==> src/rtl/tnn_column_stdp.sv <==
// tnn_column_stdp
//   Temporal-neural-network column. Accepts one spike volley per gamma cycle,
//   integrates step-no-leak potentials over T_PERIOD time steps, picks the
//   earliest-firing neuron (1-WTA, ties to lowest index) and optionally applies
//   deterministic STDP, one neuron per cycle.
//
// Ports
//   clk, rst                 clock, asynchronous active-high reset
//   in_valid/in_ready        volley handshake; in_times packs NUM_INPUTS spike
//                            times of TW bits (MSB=1 means no spike)
//   learn_en                 sampled with the volley, enables STDP for it
//   out_valid/out_ready      result handshake
//   out_time, out_winner     winner spike time (MSB=1: none) and index
//   wr_en/wr_neuron/wr_input/wr_data   weight write, honoured only in IDLE
//   busy                     column is not idle
module tnn_column_stdp #(
    parameter int NUM_INPUTS  = 16,
    parameter int NUM_NEURONS = 4,
    parameter int T_PERIOD    = 8,
    parameter int WBITS       = 3,
    parameter int THRESH      = 12,
    parameter int WINIT       = 1,
    localparam int TW = $clog2(T_PERIOD) + 1,
    localparam int NB = $clog2(NUM_NEURONS),
    localparam int IB = $clog2(NUM_INPUTS)
) (
    input  logic                     clk,
    input  logic                     rst,
    input  logic                     in_valid,
    output logic                     in_ready,
    input  logic [NUM_INPUTS*TW-1:0] in_times,
    input  logic                     learn_en,
    output logic                     out_valid,
    input  logic                     out_ready,
    output logic [TW-1:0]            out_time,
    output logic [NB-1:0]            out_winner,
    input  logic                     wr_en,
    input  logic [NB-1:0]            wr_neuron,
    input  logic [IB-1:0]            wr_input,
    input  logic [WBITS-1:0]         wr_data,
    output logic                     busy
);

    localparam int TCW = TW - 1;
    localparam int PW  = WBITS + IB + 1;

    localparam logic [1:0] S_IDLE    = 2'd0;
    localparam logic [1:0] S_COMPUTE = 2'd1;
    localparam logic [1:0] S_LEARN   = 2'd2;
    localparam logic [1:0] S_OUT     = 2'd3;

    logic [1:0]               state_q, state_d;
    logic [TCW-1:0]           t_q, t_d;
    logic [NB-1:0]            lcnt_q, lcnt_d;
    logic [NUM_INPUTS*TW-1:0] times_q, times_d;
    logic                     learn_q, learn_d;
    logic [NUM_NEURONS-1:0]   fired_q, fired_d;
    logic [TCW-1:0]           ftime_q [NUM_NEURONS];
    logic [TCW-1:0]           ftime_d [NUM_NEURONS];
    logic [TW-1:0]            out_time_q, out_time_d;
    logic [NB-1:0]            out_winner_q, out_winner_d;
    logic [WBITS-1:0]         w_q [NUM_NEURONS][NUM_INPUTS];
    logic [WBITS-1:0]         w_d [NUM_NEURONS][NUM_INPUTS];

    logic [NUM_INPUTS-1:0]    spk;   // input carries a usable spike
    logic [NUM_INPUTS-1:0]    act;   // spike has arrived by time t_q
    logic [PW-1:0]            pot [NUM_NEURONS];
    logic                     best_found;
    logic [TCW-1:0]           best_time;
    logic [NB-1:0]            best_idx;
    logic                     post;

    assign in_ready   = (state_q == S_IDLE);
    assign busy       = (state_q != S_IDLE);
    assign out_valid  = (state_q == S_OUT);
    assign out_time   = out_time_q;
    assign out_winner = out_winner_q;

    // Potentials are recomputed each step from the arrived inputs; with no leak
    // this equals the running accumulation.
    always_comb begin
        for (int unsigned i = 0; i < NUM_INPUTS; i++) begin
            spk[i] = !times_q[i*TW + TW - 1] &&
                     (int'(times_q[i*TW +: TCW]) < T_PERIOD);
            act[i] = spk[i] && (times_q[i*TW +: TCW] <= t_q);
        end
        for (int unsigned j = 0; j < NUM_NEURONS; j++) begin
            pot[j] = '0;
            for (int unsigned i = 0; i < NUM_INPUTS; i++) begin
                if (act[i]) pot[j] = pot[j] + PW'(w_q[j][i]);
            end
        end
    end

    always_comb begin
        state_d      = state_q;
        t_d          = t_q;
        lcnt_d       = lcnt_q;
        times_d      = times_q;
        learn_d      = learn_q;
        fired_d      = fired_q;
        ftime_d      = ftime_q;
        out_time_d   = out_time_q;
        out_winner_d = out_winner_q;
        w_d          = w_q;
        best_found   = 1'b0;
        best_time    = '0;
        best_idx     = '0;
        post         = 1'b0;

        case (state_q)
            S_IDLE: begin
                // Write lands in w_q at the accept edge, so the volley sees it.
                for (int unsigned j = 0; j < NUM_NEURONS; j++) begin
                    for (int unsigned i = 0; i < NUM_INPUTS; i++) begin
                        if (wr_en && wr_neuron == NB'(j) && wr_input == IB'(i))
                            w_d[j][i] = wr_data;
                    end
                end
                if (in_valid) begin
                    times_d = in_times;
                    learn_d = learn_en;
                    fired_d = '0;
                    t_d     = '0;
                    state_d = S_COMPUTE;
                end
            end

            S_COMPUTE: begin
                for (int unsigned j = 0; j < NUM_NEURONS; j++) begin
                    if (!fired_q[j] && int'(pot[j]) >= THRESH) begin
                        fired_d[j] = 1'b1;
                        ftime_d[j] = t_q;
                    end
                end
                if (t_q == TCW'(T_PERIOD - 1)) begin
                    // WTA over next-state flags so a last-step firing counts;
                    // strict '<' keeps the lowest index on ties.
                    for (int unsigned j = 0; j < NUM_NEURONS; j++) begin
                        if (fired_d[j] && (!best_found || ftime_d[j] < best_time)) begin
                            best_found = 1'b1;
                            best_time  = ftime_d[j];
                            best_idx   = NB'(j);
                        end
                    end
                    out_time_d   = best_found ? {1'b0, best_time} : {1'b1, {TCW{1'b0}}};
                    out_winner_d = best_idx;
                    lcnt_d       = '0;
                    state_d      = learn_q ? S_LEARN : S_OUT;
                end else begin
                    t_d = t_q + 1'b1;
                end
            end

            S_LEARN: begin
                post = (lcnt_q == out_winner_q) && !out_time_q[TW-1];
                for (int unsigned j = 0; j < NUM_NEURONS; j++) begin
                    if (lcnt_q == NB'(j)) begin
                        for (int unsigned i = 0; i < NUM_INPUTS; i++) begin
                            if (post) begin
                                if (spk[i] && times_q[i*TW +: TCW] <= out_time_q[TCW-1:0]) begin
                                    if (w_q[j][i] != '1) w_d[j][i] = w_q[j][i] + 1'b1;
                                end else begin
                                    if (w_q[j][i] != '0) w_d[j][i] = w_q[j][i] - 1'b1;
                                end
                            end else if (spk[i]) begin
                                if (w_q[j][i] != '1) w_d[j][i] = w_q[j][i] + 1'b1;
                            end
                        end
                    end
                end
                if (lcnt_q == NB'(NUM_NEURONS - 1)) state_d = S_OUT;
                else lcnt_d = lcnt_q + 1'b1;
            end

            default: begin
                if (out_ready) state_d = S_IDLE;
            end
        endcase
    end

    always_ff @(posedge clk or posedge rst) begin
        if (rst) begin
            state_q      <= S_IDLE;
            t_q          <= '0;
            lcnt_q       <= '0;
            times_q      <= '0;
            learn_q      <= 1'b0;
            fired_q      <= '0;
            out_time_q   <= {1'b1, {TCW{1'b0}}};
            out_winner_q <= '0;
            for (int unsigned j = 0; j < NUM_NEURONS; j++) begin
                ftime_q[j] <= '0;
                for (int unsigned i = 0; i < NUM_INPUTS; i++)
                    w_q[j][i] <= WBITS'(WINIT);
            end
        end else begin
            state_q      <= state_d;
            t_q          <= t_d;
            lcnt_q       <= lcnt_d;
            times_q      <= times_d;
            learn_q      <= learn_d;
            fired_q      <= fired_d;
            ftime_q      <= ftime_d;
            out_time_q   <= out_time_d;
            out_winner_q <= out_winner_d;
            w_q          <= w_d;
        end
    end

endmodule

==> config.mk <==
export PLATFORM = sky130hd
export DESIGN_NAME = tnn_column_stdp
export DESIGN_NICKNAME = d
export VERILOG_FILES = /design/src/rtl/tnn_column_stdp.sv
export SDC_FILE = /design/constraint.sdc
export NUM_CORES = 2
export LEC_CHECK = 0
export ABC_CLOCK_PERIOD_IN_PS = 21900
export CORE_MARGIN = 8
export CORE_UTILIZATION = 35
export CTS_CLUSTER_SIZE = 10
export DETAILED_ROUTE_END_ITERATION = 10
export SYNTH_ARGS = -nofsm -noshare
export SYNTH_HDL_FRONTEND = slang
export SYNTH_SLANG_ARGS = --single-unit
==> constraint.sdc <==
create_clock -name clk -period 21.9 [get_ports clk]
set_clock_uncertainty 0.05 [all_clocks]
set_input_delay 4.38 -clock clk [delete_from_list [all_inputs] [get_ports clk]]
set_output_delay 4.38 -clock clk [all_outputs]
set_load 0.03 [all_outputs]
==> impl_metrics.csv <==
group,metric,value,unit
outcome,outcome,"finished clean",
die,dieWidth,342.3,µm
worst_setup_path,worst_path_largest_cell_delay,0.53,ns
worst_setup_path,critical_path_peak_fanout,16,
drt,drt_pre_antenna_iters,6,
synthesis,synthAdderAreaFrac,19.57,%
die,io-pin-count,88,
sta,maximum_clock_rate,0.04999,GHz
synthesis,post_synth_and_or_nand_nor_area_fraction,18.49,%
grt,grt_max_degree,75,
synthesis,synth-async-reset-ratio,100.0,%
drt,post_drt_wl_per_cell,20.21,µm
sta,rsz0062_at_grt,"false",
die,die_span_in_y,342.3,µm
sta,slew_viol_final,0,
sta,report.final.setup_viol,0,
worst_setup_path,crit_path_start_kind,"flip-flop",
place,placement.io_buffers,87,
die,core,105400,µm²
cts,cts_tree,"built",
worst_setup_path,timing.critical_path.required,22.27,ns
cts,postCtsHoldBufs,0,
synthesis,post_synth_edffs,0,
synthesis,postSynthNetCount,5317,
drt,initialDrtViolationCount,3365,
sta,min_period_over_period,91.34,%
drt,drcViolationCount,0,
synthesis,synthMuxAreaShare,5.712,%
synthesis,synth-seq-cells,286,
finish,nFillCells,10710,
synthesis,synth_top_family_by_area,"compound AO/OA/AOI/OAI gates",
cts,numCtsBuffers,40,
synthesis,mean_instance_size_in_the_synthesized_netlist,7.938,µm²
grt,groute.usage.overall,20.38,%
die,core.rowCount,119,
synthesis,yosys.area_share.xor_xnor,5.705,%
synthesis,post_synth_inst_count,4694,
drt,post_drt_via_cell_ratio,5.797,
sta,worst_slew_pin_slew,1.289,ns
grt,grt_pass1_wl,191200,µm
grt,grt.overflow.total,0,
synthesis,synth_compound_gate_area_share,25.30,%
finish,syn_to_final_growth,10.21,%
cts,clock_latency,0.59,ns
sta,timing.final.hold_violations,0,
grt,vias_in_the_first_global_route,32510,
cts,root_buffer,"sky130_fd_sc_hd__clkbuf_16",
synthesis,mappedNetlistArea,37260,µm²
drt,postRouteWirelength,124000,µm
finish,layout_common_cells,"484 x sky130_fd_sc_hd__ha_1, 482 x sky130_fd_sc_hd__a21oi_1, 391 x sky130_fd_sc_hd__inv_1, 382 x sky130_fd_sc_hd__nand2_1, 333 x sky130_fd_sc_hd__nor2_1",
sta,hold-worst-slack,0.4570,ns
drt,postRouteAntennaNets,0,
job,max_cap_violations,0,
cts,cts_repair_resize_count,0,
worst_setup_path,worst_path_max_delay_cell,"sky130_fd_sc_hd__dfrtp_1",
cts,cts_post_setup_buffers_inserted,0,
finish,layout_commonest_cell,"sky130_fd_sc_hd__ha_1",
finish,drive_above_1_share,9.346,%
hold_path,worstHoldPathType,"flip-flop to flip-flop",
drt,via_count,35560,
synthesis,distinct_cells_synth,116,
worst_setup_path,worst_ep_arrival_time,20.38,ns
worst_setup_path,critPathCaptureType,"flip-flop",
sta,final.min_clock_period,20.00,ns
cts,clk_transition_reported_paths,0.06,ns
synthesis,synth-seq-area-share,19.43,%
cts,clock_tree.htree_level_count,2,
synthesis,synth_ff_type,"sky130_fd_sc_hd__dfrtp_1",
worst_setup_path,crit_top_cell,"sky130_fd_sc_hd__ha_1",
grt,initial_antenna_violation_count,4,
die,dieArea,117200,µm²
place,finalWeightedCongestion,0.9239,
finish,finish.net_count,5336,
cts,clock_sink_count,286,
die,initial_core_util,35.35,%
place,detailedPlacementHpwl,92330,µm
cts,bufs_on_longest_clock_path,3,
synthesis,synth-warning-count,0,
sta,timing.max_slew.rel_slack,13.95,%
worst_setup_path,worstSetupPathType,"flip-flop to flip-flop",
sta,tns,0,ns
## cell type report
type	instances	area (µm²)	share of cell area [%]
inverters	392	1479	3.601
clock buffers	57	1156	2.815
diodes	2	5.005	0.01219
repair buffers	151	1351	3.291
flip-flops and latches	286	7238	17.63
multi-input cells	3842	27930	68.02
well taps	1391	1740	4.238
clock inverters	12	162.7	0.3961
## Yosys cell counts (55+ instances only)
| library cell | number | area [µm²] |
|---|---|---|
| sky130_fd_sc_hd__mux2_2 | 126 | 1419 |
| sky130_fd_sc_hd__dfstp_2 | 65 | 1708 |
| sky130_fd_sc_hd__dfrtp_1 | 221 | 5530 |
| sky130_fd_sc_hd__inv_1 | 392 | 1471 |
| sky130_fd_sc_hd__and2_1 | 55 | 344.1 |
| sky130_fd_sc_hd__a21oi_1 | 482 | 2412 |
| sky130_fd_sc_hd__nor2b_1 | 65 | 406.6 |
| sky130_fd_sc_hd__o21ai_0 | 275 | 1376 |
| sky130_fd_sc_hd__nor2_1 | 337 | 1265 |
| sky130_fd_sc_hd__a311oi_1 | 63 | 551.8 |
| sky130_fd_sc_hd__a211oi_1 | 84 | 630.6 |
| sky130_fd_sc_hd__fa_1 | 58 | 1161 |
| sky130_fd_sc_hd__nor3_1 | 86 | 430.4 |
| sky130_fd_sc_hd__xnor2_1 | 113 | 989.7 |
| sky130_fd_sc_hd__nand2_1 | 385 | 1445 |
| sky130_fd_sc_hd__mux2i_1 | 62 | 620.6 |
| sky130_fd_sc_hd__clkbuf_1 | 148 | 555.5 |
| sky130_fd_sc_hd__a31oi_1 | 128 | 800.8 |
| sky130_fd_sc_hd__ha_1 | 486 | 6081 |
| sky130_fd_sc_hd__nand3_1 | 226 | 1131 |
| sky130_fd_sc_hd__a21o_1 | 107 | 803.3 |
## state kept, by name, summed over array words and instances (netlist names)
name,cells
times_q,64
out_winner,2
out_time,4
w_q,192
t_q,3
fired_q,4
ftime_q,12
learn_q,1
state_q,2
lcnt_q,2
## layer usage
metal / vias to the layer above / global-route usage, % / part of all wire [%]
met2: 1221 / 31.26 / 43
met1: 17040 / 29.51 / 47
met5: - / 0 / 0.010
met3: 179 / 3.008 / 7.5
met4: 2 / 5.792 / 2.9
li1: 17110 / - / -
## worst max-delay path, delay by kind of cell, from the launching register on
family | cells | cell delay, ns
xor+xnor | 3 | 0.45
flops | 1 | 0.53
compound gates | 33 | 6.53
buf+inv | 12 | 1.20
mux | 3 | 0.88
fa+ha+maj | 20 | 7.06
simple gates | 20 | 3.11
## logic make-up after synthesis
kind of cell,count (synthesis)
AO/OA/AOI/OAI,1484
AND/OR/NAND/NOR,1416
buffers and inverters,566
adder cells (fa/ha/maj),549
flip-flops,286
XOR/XNOR,199
multiplexers,194
## through the flow
step           util [%]  cell area [µm²]  worst slack [ns]  instances
2_1_floorplan         -            37260             4.081       4694
3_5_place_dp      37.69            39730             1.802       6062
3_3_place_gp      37.69            39730             2.133       6062
4_1_cts           38.94            41050             1.695       6131
6_report          38.96            41070             1.897       6133
5_1_grt           38.95            41060            0.1573       6131
## worst paths after layout
path / start / endpoint / slack [ns] / depth (start not counted)
max: t_q[1] / out_time[2] / 1.90 / 91
min: learn_q / learn_q / 0.46 / 1
max reg2reg: t_q[1] / out_time[2] / 1.90 / 91
min reg2reg: learn_q / learn_q / 0.46 / 1
max in group asynchronous: rst / w_q[8] / 15.57 / 4
min in group asynchronous: rst / w_q[89] / 4.18 / 2
Power is left out: the tool's default activity adds up to more than one toggle a clock period on the data nets, which glitch-free logic cannot reach.
